### src/rtl/dplca_txop_table_eval_pkg.sv
// Shared constants for the DPLCA claim-table evaluator: entry encodings, table depth,
// FSM state encodings and the saturating max-ID helper.
package dplca_txop_table_eval_pkg;
  localparam logic [1:0] CLAIMED   = 2'b01;
  localparam logic [1:0] UNCLAIMED = 2'b00;
  localparam int         TBL_DEPTH = 256;

  typedef enum logic [2:0] {
    ST_IDLE     = 3'b000,
    ST_SNAPSHOT = 3'b001,
    ST_SCAN     = 3'b010,
    ST_CALC     = 3'b011,
    ST_DONE     = 3'b100
  } state_t;

  // highest + 1 + headroom, evaluated 10 bits wide so 254/255 + 2 cannot wrap.
  function automatic logic [7:0] sat_max_id(input logic [7:0] hi, input logic hv,
                                            input logic [7:0] headroom);
    logic [9:0] s;
    s = {2'b00, hi} + 10'd1 + {2'b00, headroom};
    if (!hv) return headroom;
    return (s > 10'd255) ? 8'hff : s[7:0];
  endfunction
endpackage

### src/rtl/dplca_txop_table_eval_scan_acc.sv
// Per-entry scan accumulator: claimed count, highest claimed index and first free index.
// Cleared at snapshot time, advanced once per scanned entry.
module dplca_claim_scan_acc
  import dplca_txop_table_eval_pkg::*;
#(
  parameter int FREE_ID_MIN = 1,
  parameter int FREE_ID_MAX = 254
) (
  input  logic       i_clk,
  input  logic       i_reset,
  input  logic       i_clr,
  input  logic       i_en,
  input  logic [7:0] i_idx,
  input  logic [1:0] i_entry,
  output logic [8:0] o_cnt,
  output logic [7:0] o_highest,
  output logic       o_hvalid,
  output logic [7:0] o_free,
  output logic       o_fvalid
);
  logic w_in_rng;
  assign w_in_rng = (i_idx >= 8'(FREE_ID_MIN)) && (i_idx <= 8'(FREE_ID_MAX));

  always_ff @(posedge i_clk) begin
    if (i_reset || i_clr) begin
      o_cnt     <= '0;
      o_highest <= '0;
      o_hvalid  <= 1'b0;
      o_free    <= 8'(FREE_ID_MIN);
      o_fvalid  <= 1'b0;
    end else if (i_en) begin
      if (i_entry == CLAIMED) begin
        o_cnt     <= o_cnt + 9'd1;
        o_highest <= i_idx;
        o_hvalid  <= 1'b1;
      end else if (w_in_rng && !o_fvalid) begin
        o_free   <= i_idx;
        o_fvalid <= 1'b1;
      end
    end
  end
endmodule

### src/rtl/dplca_txop_table_eval.sv
// DPLCA TXOP claim-table evaluator: snapshots the table on an upd rising edge and scans it
// one entry per clock. Optional DPLCA_EVAL_STATS_EN adds eval_cnt / overrun_cnt ports.
module dplca_txop_table_eval
  import dplca_txop_table_eval_pkg::*;
#(
  parameter int MAX_ID_HEADROOM = 1,
  parameter int FREE_ID_MIN     = 1,
  parameter int FREE_ID_MAX     = 254
) (
  input  logic         clk,
  input  logic         reset,
  input  logic         dplca_txop_table_upd,
  input  logic [511:0] txop_claim_table_unpacked,
  output logic         eval_busy,
  output logic         eval_done,
  output logic [8:0]   claimed_cnt,
  output logic [7:0]   highest_claimed_id,
  output logic         highest_claimed_valid,
  output logic [7:0]   dplca_max_id_calc,
  output logic [7:0]   free_id,
  output logic         free_id_valid
`ifdef DPLCA_EVAL_STATS_EN
  ,
  output logic [15:0]  eval_cnt,
  output logic [7:0]   overrun_cnt
`endif
);
  localparam logic [7:0] LAST_IDX = 8'(TBL_DEPTH - 1);

  state_t                   r_state, w_nxt;
  logic                     r_upd_q, r_pending;
  logic [7:0]               r_idx;
  logic [2*TBL_DEPTH-1:0]   r_tbl;
  logic                     w_edge;
  logic [1:0]               w_entry;
  logic [8:0]               w_cnt;
  logic [7:0]               w_hi, w_free, w_max;
  logic                     w_hv, w_fv;

  assign w_edge    = dplca_txop_table_upd && !r_upd_q;
  assign w_entry   = r_tbl[{r_idx, 1'b0} +: 2];
  assign w_max     = sat_max_id(w_hi, w_hv, 8'(MAX_ID_HEADROOM));
  assign eval_busy = (r_state == ST_SNAPSHOT) || (r_state == ST_SCAN) || (r_state == ST_CALC);

  always_ff @(posedge clk) begin
    if (reset) r_state <= ST_IDLE;
    else       r_state <= w_nxt;
  end

  always_comb begin
    w_nxt = r_state;
    case (r_state)
      ST_IDLE:     if (w_edge) w_nxt = ST_SNAPSHOT;
      ST_SNAPSHOT: w_nxt = ST_SCAN;
      ST_SCAN:     if (r_idx == LAST_IDX) w_nxt = ST_CALC;
      ST_CALC:     w_nxt = ST_DONE;
      // An edge landing in DONE itself is folded in rather than lost.
      ST_DONE:     w_nxt = (r_pending || w_edge) ? ST_SNAPSHOT : ST_IDLE;
      default:     w_nxt = ST_IDLE;
    endcase
  end

  // Snapshot is unreset storage; it is only consumed after a SNAPSHOT cycle.
  always_ff @(posedge clk) begin
    if (r_state == ST_SNAPSHOT) r_tbl <= txop_claim_table_unpacked;
  end

  always_ff @(posedge clk) begin
    if (reset) begin
      r_upd_q               <= 1'b0;
      r_pending             <= 1'b0;
      r_idx                 <= '0;
      eval_done             <= 1'b0;
      claimed_cnt           <= '0;
      highest_claimed_id    <= '0;
      highest_claimed_valid <= 1'b0;
      dplca_max_id_calc     <= '0;
      free_id               <= 8'(FREE_ID_MIN);
      free_id_valid         <= 1'b0;
    end else begin
      r_upd_q   <= dplca_txop_table_upd;
      eval_done <= 1'b0;
      if (r_state == ST_SNAPSHOT) r_idx <= '0;
      if (r_state == ST_SCAN)     r_idx <= r_idx + 8'd1;
      if (r_state == ST_CALC) begin
        eval_done             <= 1'b1;
        claimed_cnt           <= w_cnt;
        highest_claimed_id    <= w_hi;
        highest_claimed_valid <= w_hv;
        dplca_max_id_calc     <= w_max;
        free_id               <= w_free;
        free_id_valid         <= w_fv;
      end
      if (r_state == ST_DONE)
        r_pending <= 1'b0;
      else if (r_state != ST_IDLE && w_edge)
        r_pending <= 1'b1;
    end
  end

`ifdef DPLCA_EVAL_STATS_EN
  always_ff @(posedge clk) begin
    if (reset) begin
      eval_cnt    <= '0;
      overrun_cnt <= '0;
    end else begin
      if (r_state == ST_CALC) eval_cnt <= eval_cnt + 16'd1;
      if (w_edge && r_pending && overrun_cnt != 8'hff) overrun_cnt <= overrun_cnt + 8'd1;
    end
  end
`endif

  dplca_claim_scan_acc #(
    .FREE_ID_MIN (FREE_ID_MIN),
    .FREE_ID_MAX (FREE_ID_MAX)
  ) u_acc (
    .i_clk     (clk),
    .i_reset   (reset),
    .i_clr     (r_state == ST_SNAPSHOT),
    .i_en      (r_state == ST_SCAN),
    .i_idx     (r_idx),
    .i_entry   (w_entry),
    .o_cnt     (w_cnt),
    .o_highest (w_hi),
    .o_hvalid  (w_hv),
    .o_free    (w_free),
    .o_fvalid  (w_fv)
  );
endmodule

### config.mk
export PLATFORM = sky130hd
export DESIGN_NAME = dplca_txop_table_eval
export DESIGN_NICKNAME = d
export VERILOG_FILES = /design/src/rtl/dplca_txop_table_eval_pkg.sv /design/src/rtl/dplca_txop_table_eval_scan_acc.sv /design/src/rtl/dplca_txop_table_eval.sv
export SDC_FILE = /design/constraint.sdc
export NUM_CORES = 1
export LEC_CHECK = 0
export CORE_MARGIN = 2
export CORE_UTILIZATION = 50
export CTS_CLUSTER_SIZE = 28
export DETAILED_ROUTE_END_ITERATION = 12
export GPL_TIMING_DRIVEN = 0
export PLACE_DENSITY = 0.8
export SKIP_LAST_GASP = 1
export SLEW_MARGIN = 20
export SYNTH_ARGS = -nofsm -noshare
export SYNTH_HDL_FRONTEND = slang
export SYNTH_SLANG_ARGS = --single-unit
### constraint.sdc
create_clock -name clk -period 57 [get_ports clk]
set_input_delay 8.55 -clock clk [delete_from_list [all_inputs] [get_ports clk]]
set_output_delay 8.55 -clock clk [all_outputs]
set_load 0.01 [all_outputs]
-- Yosys cells after proc, flatten, opt, wreduce, memory -nomap -nowiden
Index checks and enable logic that the tools add are counted.
- bits of input ports: 515
- bits in registers: 588
- add/sub/neg operators: 4
- shift-type cells: 1
- multiplexer cells: 9
- bitwise logic cells: 1
- equality and inequality tests: 8
- $lt $le $gt $ge: 3
- reductions and logical operators: 17
- operator list (operator ; count):
    512-bit by 10-bit indexed part select with 2-bit output ; 1
    8-bit 2-to-1 mux ; 4
    3-bit one-hot mux with 5 select lines ; 1
    9-bit by 1-bit adder with 10-bit output, second input constant ; 1
    10-bit by 8-bit > comparator with 1-bit output, second input constant ; 1
    8-bit by 1-bit adder with 9-bit output, second input constant ; 1
    9-bit by 1-bit adder with 9-bit output, second input constant ; 1
    8-bit by 1-bit adder with 8-bit output, second input constant ; 1
    8-bit == test, second input constant ; 1
    8-bit by 1-bit >= comparator with 1-bit output, second input constant ; 1
    8-bit less-or-equal comparator, second input constant ; 1
    3-bit by 2-bit == test with 1-bit output, second input constant ; 2
    3-bit 2-to-1 mux ; 2
    1-bit logical AND ; 4
    1-bit logical OR ; 4
    2-bit inequality test, second input constant ; 2
    2-bit AND reduction ; 2
    3-bit by 1-bit == test with 1-bit output, second input constant ; 1
    3-bit == test, second input constant ; 1
    3-bit zero test ; 1
    3-bit AND reduction ; 1
    3-bit nonzero test ; 1
    2-bit by 1-bit == test with 1-bit output, second input constant ; 1
    1-bit zero test ; 2
    other kinds (4) ; 5

-- Logic depth before layout (Yosys ltp)
- depth in word-level cells: 5
- mapped depth: 13
- depth with buffers taken out: 8

-- By module
A second synthesis with hierarchy kept.
- cells, all modules: 1261
- area total of the unflattened synthesis: 22894.5 um^2
- by module, submodules not included (module ; cells an instance ; sequential area each (um^2) ; instances ; area an instance (um^2)):
    dplca_txop_table_eval ; 1127 ; 16355.7 ; 1 ; 21742.1
    dplca_claim_scan_acc ; 134 ; 540.5 ; 1 ; 1152.4

-- Least setup slack after synthesis
No wires, ideal clock.
- path type: register to register
- from: reg r_state[2]
- to: reg r_idx[5]
- stages on the path, launching flop included: 6
- period minus slack after synthesis: 43767 ps
- arrival: 43613 ps
- path slack: 13233 ps
- buffers on the path: 1
- setup time: 154 ps
- cells stage by stage: dfxtp_1 clkbuf_1 nor3b_1 nor2_1 o21ai_0 a21oi_1
- cells in the longest elaborated chain, start to end: 2
- elaborated cells between the ends (all ways): 4
- classes of those cells: eq/ne: 2; mux: 1; reduce/logical: 1
- ends and longest elaborated chain (item ; RTL line ; text):
    from (decl) ; dplca_txop_table_eval.sv:30 ; state_t r_state, w_nxt;
    from (signal assigned) ; dplca_txop_table_eval.sv:47 ; else r_state <= w_nxt;
    3-bit by 2-bit == test with 1-bit output or 3-bit by 1-bit == test with 1-bit output (tied branches) ; dplca_txop_table_eval.sv:84, dplca_txop_table_eval.sv:83 ;
    8-bit 2-to-1 mux or 2-bit nonzero test (tied branches) ; - ;
    to (signal assigned) ; dplca_txop_table_eval.sv:84 ; if (r_state == ST_SCAN) r_idx <= r_idx + 8'd1;
    to (decl) ; dplca_txop_table_eval.sv:32 ; logic [7:0] r_idx;
Parallel ways exist; a longest one is shown, timed or not.
A chain may end at the register's enable or synchronous reset.

-- Worst setup path after layout
- from: reg r_state[1]
- to: out eval_busy
- cells in the longest elaborated chain, start to end: 3
- elaborated cells between the ends (all ways): 5
- classes of those cells: eq/ne: 3; reduce/logical: 2
- ends and longest elaborated chain (item ; RTL line ; text):
    3-bit by 1-bit == test with 1-bit output or 3-bit by 2-bit == test with 1-bit output (tied branches) ; dplca_txop_table_eval.sv:43 ; assign eval_busy = (r_state == ST_SNAPSHOT) || (r_state == ST_SCAN) || (r_state == ST_CALC);
    1-bit logical OR ; dplca_txop_table_eval.sv:43 ;
    1-bit logical OR * ; dplca_txop_table_eval.sv:43 ;
    to (decl) ; dplca_txop_table_eval.sv:14 ; output logic eval_busy,
Every way passes the cells marked *; elsewhere a longest branch is shown, timed or not.

==> metrics.md <==
| Metric | Value |
|---|---|
| Highest-count cells in the layout ignoring fill and taps | `clkdlybuf4s50_1 (550), edfxtp_1 (512), nand2_1 (131)` |
| Pin count of the biggest net entering global routing | `16` |
| Worst vdd ir | `0.02348 mV` |
| Final std cells w/o fill | `2609` |
| P per Cell Area | `29.60 nW/µm²` |
| Met1 Use GR | `36.63%` |
| Main synth FF type | `edfxtp_1` |
| Syn_nets | `1806` |
| GRT met2 Usage | `51.21%` |
| Commonest non-fill, non-tap cell in the layout | `clkdlybuf4s50_1` |
| Worst slew pin tran | `1.229 ns` |
| Asr flop ratio synth | `0%` |
| Worst Path Arrival | `2.00 ns` |
| Maxcap violations | `0` |
| # port buffers | `550` |
| Detailed Place HPWL | `52840 µm` |
| GRT Util Overall | `29.60%` |
| Die Width | `217.9 µm` |
| Drt total wl | `70500 µm` |
| #FFs+latches synth | `588` |
| TritonCTS Buffers | `58` |
| Synth Area per Inst | `17.81 µm²` |
| DR WL/cell | `27.02 µm` |
| EDFF count, synth | `512` |
| Pre-antenna DRT Iters | `5` |
| Routed vias/inst | `5.656` |
| Clock Sinks | `588` |
| Antenna violations before repair | `15` |
| Reg2Reg Setup Slack | `52.89 ns` |
| Core area | `45280 µm²` |
| Global-route track usage on met3 | `6.541%` |
| Worst Path Required | `48.45 ns` |
| Clock transition at path regs | `0.06 ns` |
| Cells after Synth | `1285` |
| First-pass GRT wire length | `100000 µm` |
| Sw power | `199.1 µW` |
| I/O Pins | `552` |
| Resized cells post-CTS | `0` |
| Seq pwr share | `53.2%` |
| Final hold violations | `0` |
| Max-slew violation count | `0` |
| Startpoint types | `register` |
| Die ar. | `47490 µm²` |
| Clock Path Buffers | `3` |
| Mux contribution to synthesized area | `12.78%` |
| Clock Power Share | `37.7%` |
| Post-route ant nets | `0` |
| GRT Max-Usage Layer | `met2` |
| Outcome | `complete, no violations` |
| # rows | `78` |
| Worst-path fanout max | `9` |
| Post-CTS setup buffer count | `0` |
| Combinational share of power | `9.1%` |
| H-tree depth | `2` |
| Total grt overflow | `0` |
| Initial cell density of the core | `50.53%` |
| Register area share after synthesis | `73.84%` |
| Max Freq | `0.09479 GHz` |
| Nets | `2470` |
| Synth Area in XOR/XNOR | `0.1531%` |
| Synthesized-area fraction occupied by and/or/nand/nor cells | `4.970%` |
| Number of global-route vias before repair | `15559` |
| DRT iter0 DRCs | `1539` |
| Lkg Pwr | `10.30 nW` |
| Tcrit/Tclk final | `18.51%` |
| P_int | `728.8 µW` |
| Later-pin clock latency in the skew report | `0.62 ns` |
| Pwr Total | `927.9 µW` |
| Synth Area in Adders | `0.3281%` |
| Crit path time final | `10.55 ns` |
| GP Congestion | `0.8655` |
| CP endpoint kind | `output port` |
| Cell Area, Synth | `22880 µm²` |
| Clk_skew | `0.02736 ns` |
| Remaining DRCs | `0` |
| Slew HR | `18.07%` |
| Fraction of layout cells with a size suffix above 1 | `15.07%` |
| Hold buffers post-CTS | `0` |
| TritonCTS clock tree | `done` |
| Type of the worst min-delay path | `register to register` |
| Setup TNS | `0 ns` |
| RSZ-0062 raised after global routing | `no` |
| Height of the chip | `217.9 µm` |
| Largest family of logic cells by synthesized area | `multiplexers` |
| Crit Path Class | `register to output port` |
| Placed cells | `2489` |
| # setup viols final | `0` |
| Syn. warnings | `0` |
| Clock root cell | `clkbuf_16` |
| Area growth syn-to-layout | `36.98%` |
| Via count | `14757` |
| Compound-Gate Fraction of Synth Area | `5.708%` |
| Sw Ratio | `21.46%` |
| Distinct cell type count after synthesis | `74` |
## layer usage
layer / part of all wire [%] / up-vias
met5: 0.078 / -
met4: 3.3 / 8
met1: 37 / 7386
li1: - / 6473
met3: 8.8 / 126
met2: 51 / 764
## cell families after synthesis
logic type,count (synthesis)
AO/OA/AOI/OAI,178
AND/OR/NAND/NOR,242
adder cells (fa/ha/maj),6
flip-flops,588
multiplexers,172
XOR/XNOR,4
buffers and inverters,95
## flip-flops by register name (all words and copies together), names as in the netlist, 8 cells and up
signal and cells:
dplca_max_id_calc 8, r_idx 8, claimed_cnt 9, u_acc.o_highest 8, free_id 8, u_acc.o_free 8
r_tbl 512, highest_claimed_id 8, u_acc.o_cnt 9
## through the flow
step | hold WS (ns) | instance area (µm²) | utilization, % | setup WS, ns
4_1_cts | 0.4590 | 31320 | 69.16 | 46.43
6_report | 0.4550 | 31350 | 69.22 | 46.45
5_1_grt | 0.4737 | 31340 | 69.21 | 46.34
3_3_place_gp | 0.4439 | 29140 | 64.35 | -1.253
3_5_place_dp | 0.4523 | 29600 | 65.36 | 47.06
2_1_floorplan | 0.4321 | 22880 | - | 13.23
## cell usage after synthesis (8+ instances only)
master    instances  area [µm²]
o211ai_1         16       120.1
nor3_1            9       45.04
mux2i_1          65       650.6
mux2_2           10       112.6
nand2b_1          8       50.05
clkbuf_1         33       123.9
mux4_2           95        2140
buf_2            23       115.1
dfxtp_1          76        1521
nand2_1         131       491.7
nand3_1          15       75.07
o32ai_1           8       70.07
buf_6             9       101.4
nor2_1           32       120.1
edfxtp_1        512       15370
a21oi_1          60       300.3
a22oi_1          25       187.7
inv_1            18       67.56
o221ai_1         10       87.58
## layout make-up
class                           count  area (µm²)
Inverter                           19       71.32
Buffer                             76       436.7
Antenna cell                       11       27.53
Clock inverter                     34       193.9
Fill cell                        2964       13940
Multi-Input combinational cell    602        5484
Timing Repair Buffer              604        5959
Tap cell                          600       750.7
Sequential cell                   588       16900
Clock buffer                       75        1525
## critical path, cell delays in order (launching register included)
cell and delay (ns):
dfxtp_1 0.31, clkbuf_1 0.30, nor2_1 0.12, nor2_1 0.10
clkdlybuf4s50_1 0.57
## path summary, 6_finish.rpt
kind	depth (start not counted)	end	from
worst max register to register	9	u_acc.o_highest[3]	r_idx[2]
worst max-delay path	4	eval_busy	r_state[1]
worst min register to register	2	free_id_valid	free_id_valid
worst min-delay path	2	free_id_valid	free_id_valid
## power groups by stage
stage	Sequential [mW]	Clock, mW	Combinational [mW]
finish	0.494	0.349	0.0846
global route	0.495	0.370	0.0895
CTS	0.494	0.354	0.0851
detailed placement	0.503	0	0.0844
global placement	0.538	0	0.0782
floorplan	0.529	0	0.0319
(Power assumes the default switching activity.)
